### src/rtl/seq_div_unit.sv
// Multi-cycle restoring divider (DIV/DIVU): quotient on Lo, remainder on Hi, validIn/validOut handshake.
// Optional SEQ_DIV_ZERO_FAST_EN: a zero divisor skips CALC and goes straight to FIX.
module seq_div_unit #(
  parameter int WIDTH = 32
) (
  input  logic             clk,
  input  logic             reset,
  input  logic             validIn,
  input  logic             sign,
  input  logic [WIDTH-1:0] SrcA,
  input  logic [WIDTH-1:0] SrcB,
  output logic             validOut,
  output logic             busy,
  output logic             div_by_zero,
  output logic [WIDTH-1:0] Hi,
  output logic [WIDTH-1:0] Lo
);

  localparam int CW = $clog2(WIDTH);
  localparam logic [CW-1:0] CNT_INIT = CW'(WIDTH - 1);
  localparam logic [CW-1:0] CNT_ONE  = CW'(1);

  typedef enum logic [1:0] {IDLE, CALC, FIX, DONE} state_t;

  state_t           state, state_nxt;
  logic [WIDTH-1:0] dvd, dvs, rem;
  logic [CW-1:0]    cnt;
  logic             neg_q, neg_r, dz;
  logic [WIDTH-1:0] hi_q, lo_q;

  logic [WIDTH-1:0] mag_a, mag_b;
  logic [WIDTH:0]   rem_sh;
  logic             ge;
  logic [WIDTH-1:0] rem_nxt;
  logic             dz_in;

  always_comb begin
    mag_a   = (sign && SrcA[WIDTH-1]) ? -SrcA : SrcA;
    mag_b   = (sign && SrcB[WIDTH-1]) ? -SrcB : SrcB;
    dz_in   = (SrcB == '0);
    // One extra bit so a remainder with its MSB set still compares correctly.
    rem_sh  = {rem, dvd[WIDTH-1]};
    ge      = (rem_sh >= {1'b0, dvs});
    rem_nxt = ge ? (rem_sh[WIDTH-1:0] - dvs) : rem_sh[WIDTH-1:0];
  end

  always_ff @(posedge clk) begin
    if (reset) state <= IDLE;
    else       state <= state_nxt;
  end

  always_comb begin
    state_nxt = state;
    case (state)
      IDLE: if (validIn) begin
`ifdef SEQ_DIV_ZERO_FAST_EN
        state_nxt = dz_in ? FIX : CALC;
`else
        state_nxt = CALC;
`endif
      end
      CALC: if (cnt == '0) state_nxt = FIX;
      FIX:  state_nxt = DONE;
      DONE: if (!validIn) state_nxt = IDLE;
      default: state_nxt = IDLE;
    endcase
  end

  always_ff @(posedge clk) begin
    if (reset) begin
      dvd   <= '0;
      dvs   <= '0;
      rem   <= '0;
      cnt   <= '0;
      neg_q <= 1'b0;
      neg_r <= 1'b0;
      dz    <= 1'b0;
      hi_q  <= '0;
      lo_q  <= '0;
    end else begin
      case (state)
        IDLE: if (validIn) begin
          dvd   <= mag_a;
          dvs   <= mag_b;
          rem   <= '0;
          cnt   <= CNT_INIT;
          neg_q <= sign & (SrcA[WIDTH-1] ^ SrcB[WIDTH-1]);
          neg_r <= sign & SrcA[WIDTH-1];
          dz    <= dz_in;
`ifdef SEQ_DIV_ZERO_FAST_EN
          // Preload what WIDTH iterations against a zero divisor would leave behind.
          if (dz_in) begin
            dvd <= '1;
            rem <= mag_a;
          end
`endif
        end
        CALC: begin
          rem <= rem_nxt;
          dvd <= {dvd[WIDTH-2:0], ge};
          if (cnt != '0) cnt <= cnt - CNT_ONE;
        end
        FIX: begin
          lo_q <= neg_q ? -dvd : dvd;
          hi_q <= neg_r ? -rem : rem;
        end
        default: ;
      endcase
    end
  end

  assign validOut    = (state == DONE);
  assign busy        = (state == CALC) || (state == FIX);
  assign div_by_zero = (state == DONE) && dz;
  assign Hi          = hi_q;
  assign Lo          = lo_q;

endmodule

### config.mk
export PLATFORM = sky130hd
export DESIGN_NAME = seq_div_unit
export DESIGN_NICKNAME = d
export VERILOG_FILES = /design/src/rtl/seq_div_unit.sv
export SDC_FILE = /design/constraint.sdc
export NUM_CORES = 1
export LEC_CHECK = 0
export CORE_AREA = 4 4 154 156
export CTS_CLUSTER_SIZE = 14
export DETAILED_ROUTE_END_ITERATION = 8
export DIE_AREA = 0 0 158 160
export DONT_BUFFER_PORTS = 1
export SLEW_MARGIN = 20
export SYNTH_ARGS = -nofsm -noshare
export SYNTH_HDL_FRONTEND = slang
export SYNTH_SLANG_ARGS = --single-unit
### constraint.sdc
create_clock -name clk -period 4.33 [get_ports clk]
set_input_delay 0.866 -clock clk [delete_from_list [all_inputs] [get_ports clk]]
set_output_delay 0.866 -clock clk [all_outputs]
set_load 0.02 [all_outputs]
=== Yosys cells after proc, flatten, opt, wreduce, memory -nomap -nowiden ===
Cells that the tools add are included.

* Add/sub/neg operators: 6
* Multiplexer cells: 16
* Reduce and logical (&&, ||, !) cells: 13
* $lt $le $gt $ge: 1
* Equal/unequal tests: 7
* Bitwise logic cells: 3

{| class="wikitable"
|+ Operators by type and width
! kind !! count
|-
| 2-to-1 mux 32 bit || 7
|-
| negation 32 bit || 4
|-
| one-hot mux 32 bit (2 select lines) || 2
|-
| >= comparator 33 x 32 -> 1 bit || 1
|-
| logical NOT 32 bit || 1
|-
| subtractor 32 bit || 1
|-
| 2-to-1 mux 5 bit || 2
|-
| one-hot mux 5 bit (2 select lines) || 1
|-
| inequality test 2 bit (second input constant) || 4
|-
| one-hot mux 2 bit (4 select lines) || 1
|-
| 2-to-1 mux 2 bit || 3
|-
| AND reduction 3 bit || 2
|-
| logical NOT 5 bit || 1
|-
| nonzero test 5 bit || 1
|-
| subtractor 5 x 1 -> 5 bit (second input constant) || 1
|-
| == test 2 bit (second input constant) || 2
|-
| AND reduction 2 bit || 2
|-
| logical AND 1 bit || 3
|-
| bitwise AND 1 bit || 2
|-
| == test 2 x 1 -> 1 bit (second input constant) || 1
|-
| logical NOT 2 bit || 1
|-
| nonzero test 2 bit || 1
|-
| logical OR 1 bit || 1
|-
| bitwise XOR 1 bit || 1
|}

* Register bits after elaboration: 170
* Input bits: 68
* Word-level logic and storage cells: 56
* Output and inout port bits: 67

=== Depth between registers and ports, before layout ===
* Word-level depth: 4
* Gate-level depth with buffers: 14
* Mapped depth without buffers: 13

=== Least setup slack after synthesis ===
Ideal clock, no wire load.

* Path type: input to register
* From: in SrcB[8]
* To: reg dvs[27]
* Buffers on the path: 0
* Arrival: 3.263 ns
* Setup slack: 0.981 ns
* Library setup time: 0.086 ns
* Required time: 4.244 ns
* Stages: 8
* Cells stage by stage: or4_1 or3_1 or4_1 nor4_4 nand3b_1 o31ai_1 xor2_1 a211oi_1

* Cells in the longest elaborated chain, start to end: 2

{| class="wikitable"
|+ RTL lines
! item !! RTL line !! source
|-
| start, declared || 11 || <nowiki>input logic [WIDTH-1:0] SrcB,</nowiki>
|-
| negation 32 bit || 39 || <nowiki>mag_b = (sign && SrcB[WIDTH-1]) ? -SrcB : SrcB;</nowiki>
|-
| 2-to-1 mux 32 bit || 39 ||
|-
| end signal, assigned || 84 || <nowiki>dvs <= mag_b;</nowiki>
|-
| end, declared || 26 || <nowiki>logic [WIDTH-1:0] dvd, dvs, rem;</nowiki>
|}

No other way between the ends.
A chain may end at the register's enable or synchronous reset.

=== Worst setup path after layout ===
* From: reg rem[7]
* To: reg rem[10]

* Cells in the longest elaborated chain, start to end: 3
* Elaborated cells on any way between the ends: 4
* Classes of those cells: add/sub: 1; order compare: 1; mux: 2

{| class="wikitable"
|+ RTL lines
! item !! RTL line !! source
|-
| start, declared || 26 ||
|-
| start signal, assigned || 99 || <nowiki>rem <= rem_nxt;</nowiki>
|-
| subtractor 32 bit / >= comparator 33 x 32 -> 1 bit (equally long branches) || 44, 43 ||
|-
| 2-to-1 mux 32 bit (*) || 44 || <nowiki>rem_nxt = ge ? (rem_sh[WIDTH-1:0] - dvs) : rem_sh[WIDTH-1:0];</nowiki>
|-
| one-hot mux 32 bit (2 select lines) (*) || 81 || <nowiki>case (state)</nowiki>
|}

Every way passes the cells marked *; elsewhere a longest branch is shown, timed or not.

==> flow_summary.json <==
{
  "viasPerCell": 5.713,
  "core_um2": 22370,
  "grt_pass1_vias": 8430,
  "cp_common_cell": "a31oi_1",
  "dp.cells": 1601,
  "synth-edff-count": 0,
  "crit_type": "reg -> reg",
  "stdcell_count": 1633,
  "rr_startpoint": "rem[7]",
  "ios": 135,
  "holdBufCountCts": 0,
  "drive_gt1_share_pct": 4.525,
  "synth_top_cell_by_area": "dfxtp_1",
  "grt_pass1_wl_mm": 46.03,
  "worstSkewPairLatency_ns": 0.43,
  "path_max_fanout": 24,
  "syn2layout_area_growth_pct": 6.570,
  "final_nets": 1447,
  "r2r_cells": 11,
  "final_cell_mix": "nand2_1 (180), dfxtp_1 (169), nor2_1 (146), a21oi_1 (93), xor2_1 (86)",
  "arrival_ns": 3.69,
  "antennaDiodeCount": 0,
  "setup_tns_ns": 0,
  "gp_congestion": 0.8797,
  "cts_setup_buffers": 0,
  "comb_power_share_pct": 41.3,
  "crit_path_end": "rem[10]",
  "grt_max_degree": 142,
  "switching_power_mw": 3.062,
  "seqPwrFrac_pct": 36.8,
  "start_util_pct": 48.28,
  "power_frac_clock_pct": 22.0,
  "dp_hpwl_mm": 21.34,
  "pre_cts_slack_ns": 0.7210,
  "crit_chain": "ha_1, nand3_1, a211oi_1, o21ai_1, a2111o_1, a31oi_1, a31oi_1, a21oi_4, buf_4, mux2i_1, o21ai_0",
  "power.internal_mw": 3.788,
  "clkTransAtPathRegs_ns": 0.08,
  "cts.sink_count": 170,
  "worstMarginPinSlew_ns": 1.046,
  "r2r_end": "rem[10]",
  "numCtsBuffers": 17,
  "start_kind": "flop",
  "fmax_ghz": 0.2915,
  "cts_tree": "done",
  "peakVddDrop_v": 0.0006422,
  "grt_usage_pct": 22.59,
  "synth_top_area_share_pct": 31.52,
  "syn_nets": 1504,
  "vias": 9330,
  "slew_viol_final": 0,
  "setup_violations": 0,
  "crit_path_end_kind": "flop",
  "yosysUniqueCellTypes": 63,
  "switching_share_pct": 44.70,
  "synth.top_cells.by_area": "dfxtp_1 (32%), xor2_1 (7.0%), nand2_1 (6.3%)",
  "die_y_um": 160,
  "p_leak_nw": 4.295,
  "ys.flop_type": "dfxtp_1",
  "root_buffer": "clkbuf_16",
  "postLayoutCoreUtil_pct": 51.45,
  "reg2reg_slack_ns": 0.90,
  "finalHoldViolations": 0,
  "h-tree-depth": 4,
  "period_needed_ns": 3.430,
  "powerDensity_nw_per_um2": 595.3,
  "wire_per_inst_um": 17.83,
  "ys_async_sr_fraction_pct": 0,
  "cp.required_ns": 4.59,
  "cpMaxStageDelayCell": "a2111o_1",
  "maxCapViolCount": 0,
  "antenna_left": 0,
  "ys_seq_area_share_pct": 31.52,
  "layout_worst_path_cycle_share_pct": 79.22,
  "postCtsResizedCells": 0,
  "die-area_um2": 25280,
  "syn_inst": 1392,
  "synthesis.area_um2": 10800,
  "slowest_delay_ns": 0.41,
  "clock_path_buffers": 2,
  "crit_start": "rem[7]",
  "synth.avg_cell_area_um2": 7.757,
  "yosys_warnings": 0,
  "fp-row-count": 55,
  "drt_iter0_markers": 736,
  "die_w_um": 158,
  "status": "completed",
  "rsz0062_at_grt": "false",
  "clock_skew_ns": 0.01151,
  "min_path_type": "reg -> reg",
  "fin_ws_ns": 0.8998,
  "grt_overflow_total": 0,
  "ys_ff_latch": 170,
  "drc": 0,
  "slew-limit-headroom_pct": 30.26,
  "port_buffers": 0,
  "layout_commonest_cell": "nand2_1",
  "hp-start": "dvs[31]",
  "wl_mm": 29.12,
  "drt-pass1-iter-count": 5,
  "antenna_found_initial": 0
}
worst min-delay path by stage:
stage | to | slack, ns | cells after the start
floorplan | dvs[31] | 0.43 | 2
global placement | dvs[31] | 0.44 | 2
detailed placement | dvs[31] | 0.45 | 2
CTS | dvs[31] | 0.46 | 2
global route | cnt[2] | 0.48 | 1
finish | dvs[31] | 0.46 | 2
per-layer routing:
metal	GRT usage, %	wire (um)
met3	5.474	2385
met4	4.847	236
met5	0	0
met2	30.09	11410
met1	36.29	15090
flip-flops by register name (all words and copies together) (netlist names):
signal / flops
cnt: 5
Lo: 32
dvs: 32
dvd: 32
state: 2
neg_q: 1
dz: 1
rem: 32
neg_r: 1
Hi: 32
synth_stat cells (all sizes together) (27+ instances only):
cell / n
a211oi: 76
a21oi: 95
clkbuf: 71
dfxtp: 170
ha: 43
inv: 59
mux2i: 51
nand2: 180
nor2: 148
o21ai: 99
o31ai: 27
xnor2: 59
xor2: 86
through the flow:
step	instance area [um^2]	power, mW	hold WS (ns)
floorplan	10800	4.695	0.4319
global placement	10930	5.334	0.4396
detailed placement	10930	5.358	0.4507
CTS	11510	6.871	0.4612
global route	11510	7.363	0.4753
finish	11510	6.850	0.4618
cell type report:
cell class | instances | area (um^2)
multi-input cells | 1079 | 6890
clock buffers | 18 | 429.2
inverters | 59 | 221.5
flip-flops and latches | 170 | 3405
clock inverters | 14 | 145.1
well taps | 285 | 356.6
fillers | 2161 | 10860
repair buffers | 8 | 60.06
logic make-up after synthesis:
family	Yosys count	share of synthesized area, %
compound gates	386	22.85
xor+xnor	145	11.76
fa+ha+maj	44	5.168
buf+inv	143	5.064
flops	170	31.52
mux	52	4.832
simple gates	452	18.81
critical path: cells and delay by family, from the launching register on:
kind / cells / cell delay (ns)
adder cells (fa/ha/maj): 1 / 0.40
flip-flops: 1 / 0.40
multiplexers: 1 / 0.25
AO/OA/AOI/OAI: 7 / 1.61
buffers and inverters: 1 / 0.38
AND/OR/NAND/NOR: 1 / 0.21
power groups by stage:
stage	clock [mW]	combinational, mW	sequential (mW)
final	1.51	2.83	2.52
after global routing	1.61	3.18	2.58
after CTS	1.54	2.82	2.52
after detailed placement	0	2.81	2.55
after global placement	0	2.80	2.54
after floorplan	0	2.31	2.38
No activity file was read; power rests on OpenSTA's default activity.
